$ cat src/rtl/mul_pkg.sv
// mul_pkg: shared definitions for the sequential multiplier.
// Holds the MulCtl operation encodings, the controller state enum, the
// iteration count and small decode helpers used by mul_sequencer.
package mul_pkg;

  // MulCtl encodings; bit 0 is the set-flags (S) bit
  localparam logic [3:0] MULCTL_MUL    = 4'b0000;
  localparam logic [3:0] MULCTL_MULS   = 4'b0001;
  localparam logic [3:0] MULCTL_UMULL  = 4'b0100;
  localparam logic [3:0] MULCTL_UMULLS = 4'b0101;
  localparam logic [3:0] MULCTL_SMULL  = 4'b0110;
  localparam logic [3:0] MULCTL_SMULLS = 4'b0111;

  localparam int         MUL_ITERS = 32;
  localparam logic [4:0] LAST_ITER = 5'(MUL_ITERS - 1);

  typedef enum logic [1:0] {
    IDLE = 2'd0,
    ITER = 2'd1,
    SIGN = 2'd2,
    DONE = 2'd3
  } state_t;

  function automatic logic ctl_supported(input logic [3:0] ctl);
    case (ctl)
      MULCTL_MUL, MULCTL_MULS, MULCTL_UMULL,
      MULCTL_UMULLS, MULCTL_SMULL, MULCTL_SMULLS: ctl_supported = 1'b1;
      default:                                    ctl_supported = 1'b0;
    endcase
  endfunction

  function automatic logic ctl_signed(input logic [3:0] ctl);
    case (ctl)
      MULCTL_SMULL, MULCTL_SMULLS: ctl_signed = 1'b1;
      default:                     ctl_signed = 1'b0;
    endcase
  endfunction

  function automatic logic ctl_long(input logic [3:0] ctl);
    case (ctl)
      MULCTL_UMULL, MULCTL_UMULLS,
      MULCTL_SMULL, MULCTL_SMULLS: ctl_long = 1'b1;
      default:                     ctl_long = 1'b0;
    endcase
  endfunction

  // Unsigned magnitude of an operand. For 0x80000000 the negate wraps back
  // to 0x80000000, which read as unsigned is exactly 2^31, so 32 bits suffice.
  function automatic logic [31:0] magnitude(input logic [31:0] v, input logic is_signed);
    if (is_signed && v[31]) begin
      magnitude = ~v + 32'd1;
    end else begin
      magnitude = v;
    end
  endfunction

endpackage

$ cat src/rtl/mul_shiftadd_core.sv
// mul_shiftadd_core: radix-2 shift-add datapath with iteration counter.
// Ports:
//   clk, rst_n      clock, asynchronous active-low reset
//   load            capture multiplicand/multiplier, clear counter
//   step            one shift-add iteration, counter increments
//   negate          two's-complement negate the 64-bit accumulator
//   mcand, mplier   unsigned operand magnitudes (used with load)
//   acc             64-bit accumulator (final product after 32 steps)
//   last_iter       counter holds the final iteration index
module mul_shiftadd_core
  import mul_pkg::*;
(
  input  logic        clk,
  input  logic        rst_n,
  input  logic        load,
  input  logic        step,
  input  logic        negate,
  input  logic [31:0] mcand,
  input  logic [31:0] mplier,
  output logic [63:0] acc,
  output logic        last_iter
);

  logic [63:0] acc_r;
  logic [31:0] mcand_r;
  logic [4:0]  count_r;
  logic [32:0] sum_s;

  // Upper half plus multiplicand when the multiplier LSB (acc[0]) is set;
  // the 33rd bit is the carry that shifts back into acc[63].
  always_comb begin
    sum_s = {1'b0, acc_r[63:32]};
    if (acc_r[0]) begin
      sum_s = {1'b0, acc_r[63:32]} + {1'b0, mcand_r};
    end else begin
      sum_s = {1'b0, acc_r[63:32]};
    end
  end

  // Accumulator, multiplicand and iteration counter
  always_ff @(posedge clk or negedge rst_n) begin
    if (!rst_n) begin
      acc_r   <= 64'd0;
      mcand_r <= 32'd0;
      count_r <= 5'd0;
    end else if (load) begin
      acc_r   <= {32'd0, mplier};
      mcand_r <= mcand;
      count_r <= 5'd0;
    end else if (step) begin
      acc_r   <= {sum_s, acc_r[31:1]};
      count_r <= count_r + 5'd1;
    end else if (negate) begin
      acc_r   <= ~acc_r + 64'd1;
    end
  end

  assign acc       = acc_r;
  assign last_iter = (count_r == LAST_ITER);

endmodule

$ cat src/rtl/mul_sequencer.sv
// mul_sequencer: 32-cycle sequential multiplier controller (MUL/UMULL/SMULL
// with optional N/Z flags).
// Ports:
//   clk, reset           clock, asynchronous active-low reset
//   Start, MulCtl        begin operation / operation select (sampled in IDLE)
//   SrcA, SrcB           32-bit operands, sampled with Start
//   Flush                synchronous abort, higher priority than Start
//   Busy                 controller is in ITER, SIGN or DONE
//   Done                 one-cycle pulse with the registered result
//   ResultLo, ResultHi   product words, held until the next completion
//   FlagsNZ, FlagsValid  {N,Z} flags and their qualifier (S bit of MulCtl)
// Results and flags are registered on the edge that leaves DONE, so Done is
// seen in the cycle after that edge: 34 clocks after acceptance.
module mul_sequencer
  import mul_pkg::*;
(
  input  logic        clk,
  input  logic        reset,
  input  logic        Start,
  input  logic [3:0]  MulCtl,
  input  logic [31:0] SrcA,
  input  logic [31:0] SrcB,
  input  logic        Flush,
  output logic        Busy,
  output logic        Done,
  output logic [31:0] ResultLo,
  output logic [31:0] ResultHi,
  output logic [1:0]  FlagsNZ,
  output logic        FlagsValid
);

  state_t      state_r;
  logic [3:0]  ctl_r;
  logic        neg_r;
  logic        busy_r;
  logic        done_r;
  logic [31:0] lo_r;
  logic [31:0] hi_r;
  logic [1:0]  nz_r;
  logic        fv_r;

  logic        signed_s;
  logic [31:0] mag_a_s;
  logic [31:0] mag_b_s;
  logic        load_s;
  logic        step_s;
  logic        negate_s;
  logic [63:0] acc_s;
  logic        last_iter_s;
  logic [31:0] prod_lo_s;
  logic [31:0] prod_hi_s;
  logic [1:0]  prod_nz_s;

  // Operand magnitudes and datapath controls; Flush suppresses all of them
  always_comb begin
    signed_s = ctl_signed(MulCtl);
    mag_a_s  = magnitude(SrcA, signed_s);
    mag_b_s  = magnitude(SrcB, signed_s);
    load_s   = (state_r == IDLE) && Start && ctl_supported(MulCtl) && !Flush;
    step_s   = (state_r == ITER) && !Flush;
    negate_s = (state_r == SIGN) && neg_r && !Flush;
  end

  mul_shiftadd_core u_core (
    .clk       (clk),
    .rst_n     (reset),
    .load      (load_s),
    .step      (step_s),
    .negate    (negate_s),
    .mcand     (mag_a_s),
    .mplier    (mag_b_s),
    .acc       (acc_s),
    .last_iter (last_iter_s)
  );

  // Result words and N/Z for the latched operation width
  always_comb begin
    prod_lo_s = acc_s[31:0];
    if (ctl_long(ctl_r)) begin
      prod_hi_s = acc_s[63:32];
      prod_nz_s = {acc_s[63], (acc_s == 64'd0)};
    end else begin
      prod_hi_s = 32'd0;
      prod_nz_s = {acc_s[31], (acc_s[31:0] == 32'd0)};
    end
  end

  // Controller FSM with registered status and result outputs
  always_ff @(posedge clk or negedge reset) begin
    if (!reset) begin
      state_r <= IDLE;
      ctl_r   <= 4'd0;
      neg_r   <= 1'b0;
      busy_r  <= 1'b0;
      done_r  <= 1'b0;
      lo_r    <= 32'd0;
      hi_r    <= 32'd0;
      nz_r    <= 2'd0;
      fv_r    <= 1'b0;
    end else begin
      done_r <= 1'b0;
      nz_r   <= 2'd0;
      fv_r   <= 1'b0;
      if (Flush) begin
        state_r <= IDLE;
        busy_r  <= 1'b0;
      end else begin
        case (state_r)
          IDLE: begin
            if (load_s) begin
              ctl_r   <= MulCtl;
              neg_r   <= signed_s && (SrcA[31] ^ SrcB[31]);
              busy_r  <= 1'b1;
              state_r <= ITER;
            end
          end
          ITER: begin
            if (last_iter_s) begin
              state_r <= SIGN;
            end
          end
          SIGN: begin
            state_r <= DONE;
          end
          DONE: begin
            lo_r    <= prod_lo_s;
            hi_r    <= prod_hi_s;
            nz_r    <= prod_nz_s;
            fv_r    <= ctl_r[0];
            done_r  <= 1'b1;
            busy_r  <= 1'b0;
            state_r <= IDLE;
          end
          default: begin
            busy_r  <= 1'b0;
            state_r <= IDLE;
          end
        endcase
      end
    end
  end

  assign Busy       = busy_r;
  assign Done       = done_r;
  assign ResultLo   = lo_r;
  assign ResultHi   = hi_r;
  assign FlagsNZ    = nz_r;
  assign FlagsValid = fv_r;

endmodule

$ cat config.mk
export PLATFORM = sky130hd
export DESIGN_NAME = mul_sequencer
export DESIGN_NICKNAME = d
export VERILOG_FILES = /design/src/rtl/mul_pkg.sv /design/src/rtl/mul_shiftadd_core.sv /design/src/rtl/mul_sequencer.sv
export SDC_FILE = /design/constraint.sdc
export NUM_CORES = 1
export LEC_CHECK = 0
export ABC_AREA = 1
export ABC_CLOCK_PERIOD_IN_PS = 2560
export CAP_MARGIN = 10
export CORE_MARGIN = 8
export CORE_UTILIZATION = 59
export DETAILED_ROUTE_END_ITERATION = 7
export MAX_ROUTING_LAYER = met4
export PLACE_DENSITY = 0.82
export RECOVER_POWER = 25
export SYNTH_ARGS = -nofsm -noshare
export SYNTH_HDL_FRONTEND = slang
export SYNTH_SLANG_ARGS = --single-unit
$ cat constraint.sdc
create_clock -name clk -period 2.56 [get_ports clk]
set_input_delay 0.256 -clock clk [delete_from_list [all_inputs] [get_ports clk]]
set_output_delay 0.256 -clock clk [all_outputs]
set_load 0.01 [all_outputs]
==> results.json, run 1 <==
{
  "nets": 2409,
  "reg2reg_depth": 14,
  "core.rowCount": 55,
  "postCtsHoldBufs": 1,
  "clk_pin_slew_worst_paths_ns": 0.08,
  "totalWireLength_mm": 47.4,
  "r2r_end": "u_core.acc[55]",
  "startpoint_type": "flop",
  "clock-sinks": 176,
  "critical_path_class": "reg -> reg",
  "syn_nets": 2280,
  "routabilityCongestion": 1.01,
  "die_area_mm2": 0.0282,
  "drv_cap": 1,
  "gr-usage-met3": 0.0821,
  "synth_ff_type": "dfrtp_1",
  "avgSynthCellArea_um2": 6.29,
  "synth_seq_cells": 176,
  "report.final.slew_viol_count": 56,
  "io_pins": 141,
  "grt_max_degree": 92,
  "reg2reg_slack_ns": 0.17,
  "worstSkewPairLatency_ns": 0.45,
  "dieHeight_um": 168,
  "status": "finished, violations left",
  "crit_required_ns": 2.90,
  "cpLargestDelayFamily": "simple AND/OR/NAND/NOR gates",
  "vias": 15244,
  "cp.depth": 14,
  "async_flop_share": 1.00,
  "top_usage_layer": "met2",
  "use_met1": 0.465,
  "finalClockSkew_ns": 0.0203,
  "start_util": 0.602,
  "path_cells": "inv_1 > fa_1 > inv_1 > nand3_1 > nand3_1 > nand2_1 > nand2_1 > nand3_1 > nand3_1 > nand2_1 > nand3_1 > nand2_1 > nand2_1 > nand2_1",
  "violations": "max-capacitance violations, max-slew violations",
  "holdCritPathClass": "in -> reg",
  "max-clock-path-buffers": 2,
  "die_x_um": 168,
  "grt_pass1_wl_mm": 74.8,
  "ys_types": 46,
  "finalCritPeriodShare": 0.934,
  "via_per_inst": 5.88,
  "finalSetupViolations": 0,
  "final_common_cell": "nand2_1",
  "areaGrowthSynthToFinish_pct": 17.5,
  "cts-root-buf": "clkbuf_16",
  "finalSetupTns_ns": 0,
  "grt_remaining_overflow": 0,
  "drc": 0,
  "met2_usage": 0.496,
  "path_common_cell": "nand2_1",
  "hold_start": "MulCtl[0]",
  "dp_hpwl_mm": 37.2,
  "tightest_slew_ns": 1.58,
  "crit_slowest_cell": "fa_1",
  "antenna_found_initial": 0,
  "grt_use_total": 0.342,
  "synth_area_mm2": 0.0136,
  "diodes": 0,
  "dr.pass1.iters": 6,
  "min_delay_path_depth": 3,
  "fin_hold_ws_ns": 0.370,
  "r2r-start": "u_core.acc[33]",
  "cp.arrival_ns": 2.73,
  "p_leak_nw": 7.71,
  "end_kind": "flop",
  "finalCoreUtilization": 0.707,
  "cts_tree": "done",
  "whs_endpoint": "ctl_r[0]",
  "cellPowerDensity_mw_per_mm2": 1190,
  "numCtsBuffers": 17,
  "finalHoldViolCount": 0,
  "routedWlPerCell_um": 18.3,
  "ant_nets": 0,
  "cp.buffers_inverters": 2,
  "core-area_mm2": 0.0226,
  "syn_inst": 2166,
  "first_iter_violations": 2271,
  "synth_area_leaders": "dfrtp_1, nand2_1, o21ai_0, nor2_1, inv_1",
  "yosysSeqAreaShare": 0.323,
  "grt_pass1_vias": 14081,
  "timing.fmax_ghz": 0.418,
  "drive_gt1_frac": 0.0429,
  "peakVddDrop_uv": 666,
  "most-common-layout-cells": "nand2_1, nor2_1, inv_1",
  "h-tree-depth": 4,
  "post_cts_buffers": 0,
  "synth_edf_count": 0,
  "relSlewSlack": -0.0529,
  "synth_top_cell_area_share": 0.323,
  "slowest_delay_ns": 0.45,
  "fin_crit_ns": 2.39,
  "io_buffers": 140,
  "rsz0062_at_grt": "false",
  "synth_top_area_cell": "dfrtp_1",
  "yosysWarnings": 0,
  "cp_max_fo": 7,
  "cts_resized": 0
}
==> worst register-to-register path, delay by kind of cell (launching register included) <==
| family | cells | cell delay [ns] |
|---|---|---|
| flip-flops | 1 | 0.43 |
| buffers and inverters | 2 | 0.33 |
| AND/OR/NAND/NOR | 11 | 1.09 |
| adder cells (fa/ha/maj) | 1 | 0.45 |
==> where the power goes <==
part / leakage, nW / switching, W / total, W / internal (W)
Sequential: 2.21 / 0.00136 / 0.00540 / 0.00403
Combinational: 5.23 / 0.00704 / 0.0110 / 0.00394
Clock: 0.274 / 0.00135 / 0.00265 / 0.00130
==> worst max-delay path by stage <==
stage                   startpoint                  to  slack (ns)
floorplan            u_core.acc[0]      u_core.acc[46]        0.23
global placement           SrcB[0]      u_core.acc[16]        0.26
detailed placement         SrcA[1]  u_core.mcand_r[28]        0.18
CTS                 u_core.acc[33]      u_core.acc[55]        0.25
global route        u_core.acc[33]      u_core.acc[55]       0.002
finish              u_core.acc[33]      u_core.acc[55]        0.17
==> registers in the layout, indices dropped and copies added, names as in the netlist <==
name            flops
u_core.mcand_r     32
neg_r               1
ResultHi           32
u_core.count_r      5
state_r             2
Done                1
ResultLo           32
ctl_r               3
FlagsValid          1
u_core.acc         64
Busy                1
FlagsNZ             2
==> routing by layer <==
layer  wire length (um)  vias to the layer above
li1                   -                     7265
met1              20300                     6978
met2              19900                      901
met3               5830                      100
met4               1380                        0
met5                  0                        -
==> layout make-up <==
| type | count | area [um2] |
|---|---|---|
| clock inverter | 14 | 148 |
| fill | 1956 | 6630 |
| clock buffer | 17 | 425 |
| sequential | 176 | 4400 |
| multi-input combinational | 1668 | 7990 |
| timing repair buffer | 175 | 1720 |
| inverter | 257 | 965 |
| tap | 285 | 357 |
==> logic make-up after synthesis <==
group	after synthesis	synth area share
and+or+nand+nor	1184	0.362
AOI/OAI and AO/OA	388	0.150
buffers and inverters	322	0.0912
DFF	176	0.323
xor gates and xnor gates	54	0.0347
adders and majority gates	42	0.0391
==> stage by stage <==
step                instance area [um2]  instances  worst slack [ns]  total power (W)
floorplan                         13600       2166             0.233           0.0120
global placement                  15400       2560             0.258           0.0157
detailed placement                15400       2560             0.181           0.0160
CTS                               16000       2592             0.246           0.0186
global route                      16000       2592           0.00152           0.0204
finish                            16000       2592             0.169           0.0190
==> Yosys cell counts (2+ instances only) <==
master    number
or2_0          2
nand4_1       31
o21ai_1        2
inv_1        253
nor2_4         6
or2_2          3
a21oi_1      137
nand2_1      650
a21o_1         2
o31ai_1        2
buf_1          5
and3_1         2
xnor2_1       16
dfrtp_1      176
clkbuf_1      43
a22o_1         2
nand3_1      177
nand3b_1       6
o21ai_0      207
buf_6          2
nand2_2        4
xor2_1        38
buf_2         15
nor2_2         7
o211ai_1      11
nor3_1        29
a22oi_1        4
ha_1          41
o21bai_1       2
nor2_1       258
inv_2          4
a41oi_1        2
a31oi_1       11
nand3_2        3
o21ai_2        2
Power figures use the tool's default switching activity.
==> inputs of run 2 (changes only) <==
ABC_AREA = default   (was 1)
CORE_UTILIZATION = 57   (was 59)
PLACE_DENSITY = 0.81   (was 0.82)
SLEW_MARGIN = 20   (was default)
==> run 2 against run 1 <==
The flow finishes with violations (max-capacitance violations, max-slew violations, negative setup slack); combinational power grew 8%; clock skew shrank 0.0038 ns; maximum frequency is 21% lower; register-to-register slack worse by 0.65 ns; area after synthesis down 12%; synthesized cell count shrank 32%; power increased by 0.95%; setup slack got worse by 0.65 ns; sequential power shrank 14%; sequential share of layout area shrank 1.4 points; design area up 5.6%; critical endpoint is now u_core.acc[43]; largest cell class unchanged; largest power group unchanged; highest routed layer unchanged.
==> results.json, run 2 <==
{
  "core-area_mm2": 0.0208,
  "timing.fmax_ghz": 0.329,
  "syn_nets": 1583,
  "routabilityCongestion": 0.971,
  "drc": 0,
  "finalHoldViolCount": 0,
  "diodes": 0,
  "die_x_um": 161,
  "r2r-start": "u_core.acc[22]",
  "core.rowCount": 53,
  "cp.buffers_inverters": 0,
  "io_buffers": 140,
  "most-common-layout-cells": "buf_4, nand2_1, dfrtp_1",
  "min_delay_path_depth": 3,
  "yosysSeqAreaShare": 0.369,
  "grt_remaining_overflow": 0,
  "largest_reg_flops": 64,
  "fin_ws_ns": -0.478,
  "via_per_inst": 6.40,
  "cp.arrival_ns": 3.35,
  "startpoint_type": "flop",
  "dp_hpwl_mm": 31.3,
  "crit_required_ns": 2.87,
  "syn_inst": 1469,
  "start_util": 0.573,
  "synth_area_leaders": "dfrtp_1, nand2_1, o21ai_0, xor2_1, ha_1",
  "finalSetupViolations": 47,
  "grt_use_total": 0.334,
  "hold_start": "MulCtl[0]",
  "nets": 1936,
  "cpLargestDelayFamily": "simple AND/OR/NAND/NOR gates",
  "first_iter_violations": 1444,
  "ys_types": 74,
  "synth_area_mm2": 0.0119,
  "max-clock-path-buffers": 2,
  "h-tree-depth": 4,
  "tightest_slew_ns": 1.56,
  "top_usage_layer": "met2",
  "numCtsBuffers": 17,
  "rsz0062_at_grt": "true",
  "met2_usage": 0.537,
  "worstSkewPairLatency_ns": 0.45,
  "cp.depth": 8,
  "p_leak_nw": 7.59,
  "clk_pin_slew_worst_paths_ns": 0.07,
  "drv_cap": 1,
  "synth_most_common_cell": "nand2_1",
  "die_area_mm2": 0.0258,
  "drive_gt1_frac": 0.243,
  "violations": "max-capacitance violations, max-slew violations, negative setup slack",
  "dieHeight_um": 161,
  "cts-root-buf": "clkbuf_16",
  "async_flop_share": 1.00,
  "report.final.slew_viol_count": 51,
  "fin_hold_ws_ns": 0.370,
  "cellPowerDensity_mw_per_mm2": 1140,
  "grt_pass1_vias": 13017,
  "cts_tree": "done",
  "startpoint": "u_core.acc[22]",
  "use_met1": 0.415,
  "finalCoreUtilization": 0.812,
  "avgSynthCellArea_um2": 8.13,
  "synth_edf_count": 0,
  "totalWireLength_mm": 44.5,
  "finalClockSkew_ns": 0.0165,
  "clock-sinks": 176,
  "status": "finished, violations left",
  "antenna_found_initial": 0,
  "peakVddDrop_uv": 637,
  "finalCritPeriodShare": 1.19,
  "synth_seq_cells": 176,
  "final_common_cell": "buf_4",
  "synthTopCellsByCount": "nand2_1, dfrtp_1, o21ai_0, nor2_1, a21oi_1",
  "slowest_delay_ns": 0.54,
  "holdCritPathClass": "in -> reg",
  "yosysWarnings": 0,
  "cp_max_fo": 3,
  "grt_max_degree": 69,
  "routedWlPerCell_um": 21.1,
  "grt_pass1_wl_mm": 68.8,
  "relSlewSlack": -0.0383,
  "end_kind": "flop",
  "fillers": 1331,
  "synth_ff_type": "dfrtp_1",
  "io_pins": 141,
  "areaGrowthSynthToFinish_pct": 41.6,
  "vias": 13500,
  "gr-usage-met3": 0.0548,
  "path_cells": "or4_4 > or4_4 > nor4_4 > nand2_2 > nor4_4 > mux2_4 > a222oi_1 > o21ai_1",
  "fin_crit_ns": 3.04,
  "synth_top_area_cell": "dfrtp_1",
  "critical_path_class": "reg -> reg",
  "dr.pass1.iters": 6,
  "synth_top_cell_area_share": 0.369,
  "pre_cts_ws_ns": -0.457,
  "ant_nets": 0,
  "crit_slowest_cell": "or4_4",
  "reg2reg_depth": 8
}
run 2: stage by stage:
step           cell area [um2]  instances  TNS, ns  power (W)
5_1_grt                  16900       2110   -14.89     0.0203
6_report                 16900       2110   -10.93     0.0192
3_3_place_gp             15500       2060    -7.06     0.0151
3_5_place_dp             15500       2060    -9.91     0.0154
2_1_floorplan            12100       1469    -5.46     0.0105
4_1_cts                  16500       2101    -7.01     0.0184
run 2: what timing repair did:
item	4_1_cts	5_1_grt
hold endpoints to repair	48	0
resized for setup	91	99
buffers inserted	9	12
pin swaps	26	44
hold buffers	1	0
setup endpoints to repair	46	53
run 2: report_power, final:
group,switching (W),total (W),internal (W)
logic,0.00661,0.0119,0.00531
clock network,0.00126,0.00264,0.00137
registers,0.000854,0.00465,0.00379
run 2: path summary, 6_finish.rpt:
kind	slack [ns]	to
max in group asynchronous	0.28	u_core.mcand_r[16]
min reg2reg	0.48	ResultLo[10]
max reg2reg	-0.48	u_core.acc[43]
min	0.37	ctl_r[0]
min in group asynchronous	0.72	ResultLo[9]
max	-0.48	u_core.acc[43]
run 2: layout make-up:
| cell class | count | area [um2] | share of cell area |
|---|---|---|---|
| Clock inverter | 15 | 154 | 0.00910 |
| Multi-Input combinational cell | 1180 | 7830 | 0.463 |
| Clock buffer | 17 | 425 | 0.0252 |
| Sequential cell | 176 | 4400 | 0.261 |
| Timing Repair Buffer | 421 | 3640 | 0.215 |
| Inverter | 26 | 103 | 0.00607 |
| Tap cell | 275 | 344 | 0.0204 |
run 2: worst register-to-register path: cells and delay by family (launching register included):
family	cells	cell delay (ns)
simple gates	5	1.80
flops	1	0.39
compound gates	2	0.41
mux	1	0.33
run 2: routing by layer:
metal / routed length (um) / part of all wire
met3: 4240 / 0.095
met2: 20900 / 0.47
met4: 2200 / 0.049
met5: 0 / 0
met1: 17200 / 0.39
run 2: cells by family after synthesis:
kind of cell	synth area share
flip-flops	0.369
multiplexers	0.0167
XOR/XNOR	0.0748
AND/OR/NAND/NOR	0.227
adder cells (fa/ha/maj)	0.0446
AO/OA/AOI/OAI	0.229
buffers and inverters	0.0383
==> inputs of run 3 (changes only) <==
HOLD_SLACK_MARGIN = 0.15   (was default)
==> results of run 3 <==
No change in the layout: final DEF, timing and power equal those of run 2.
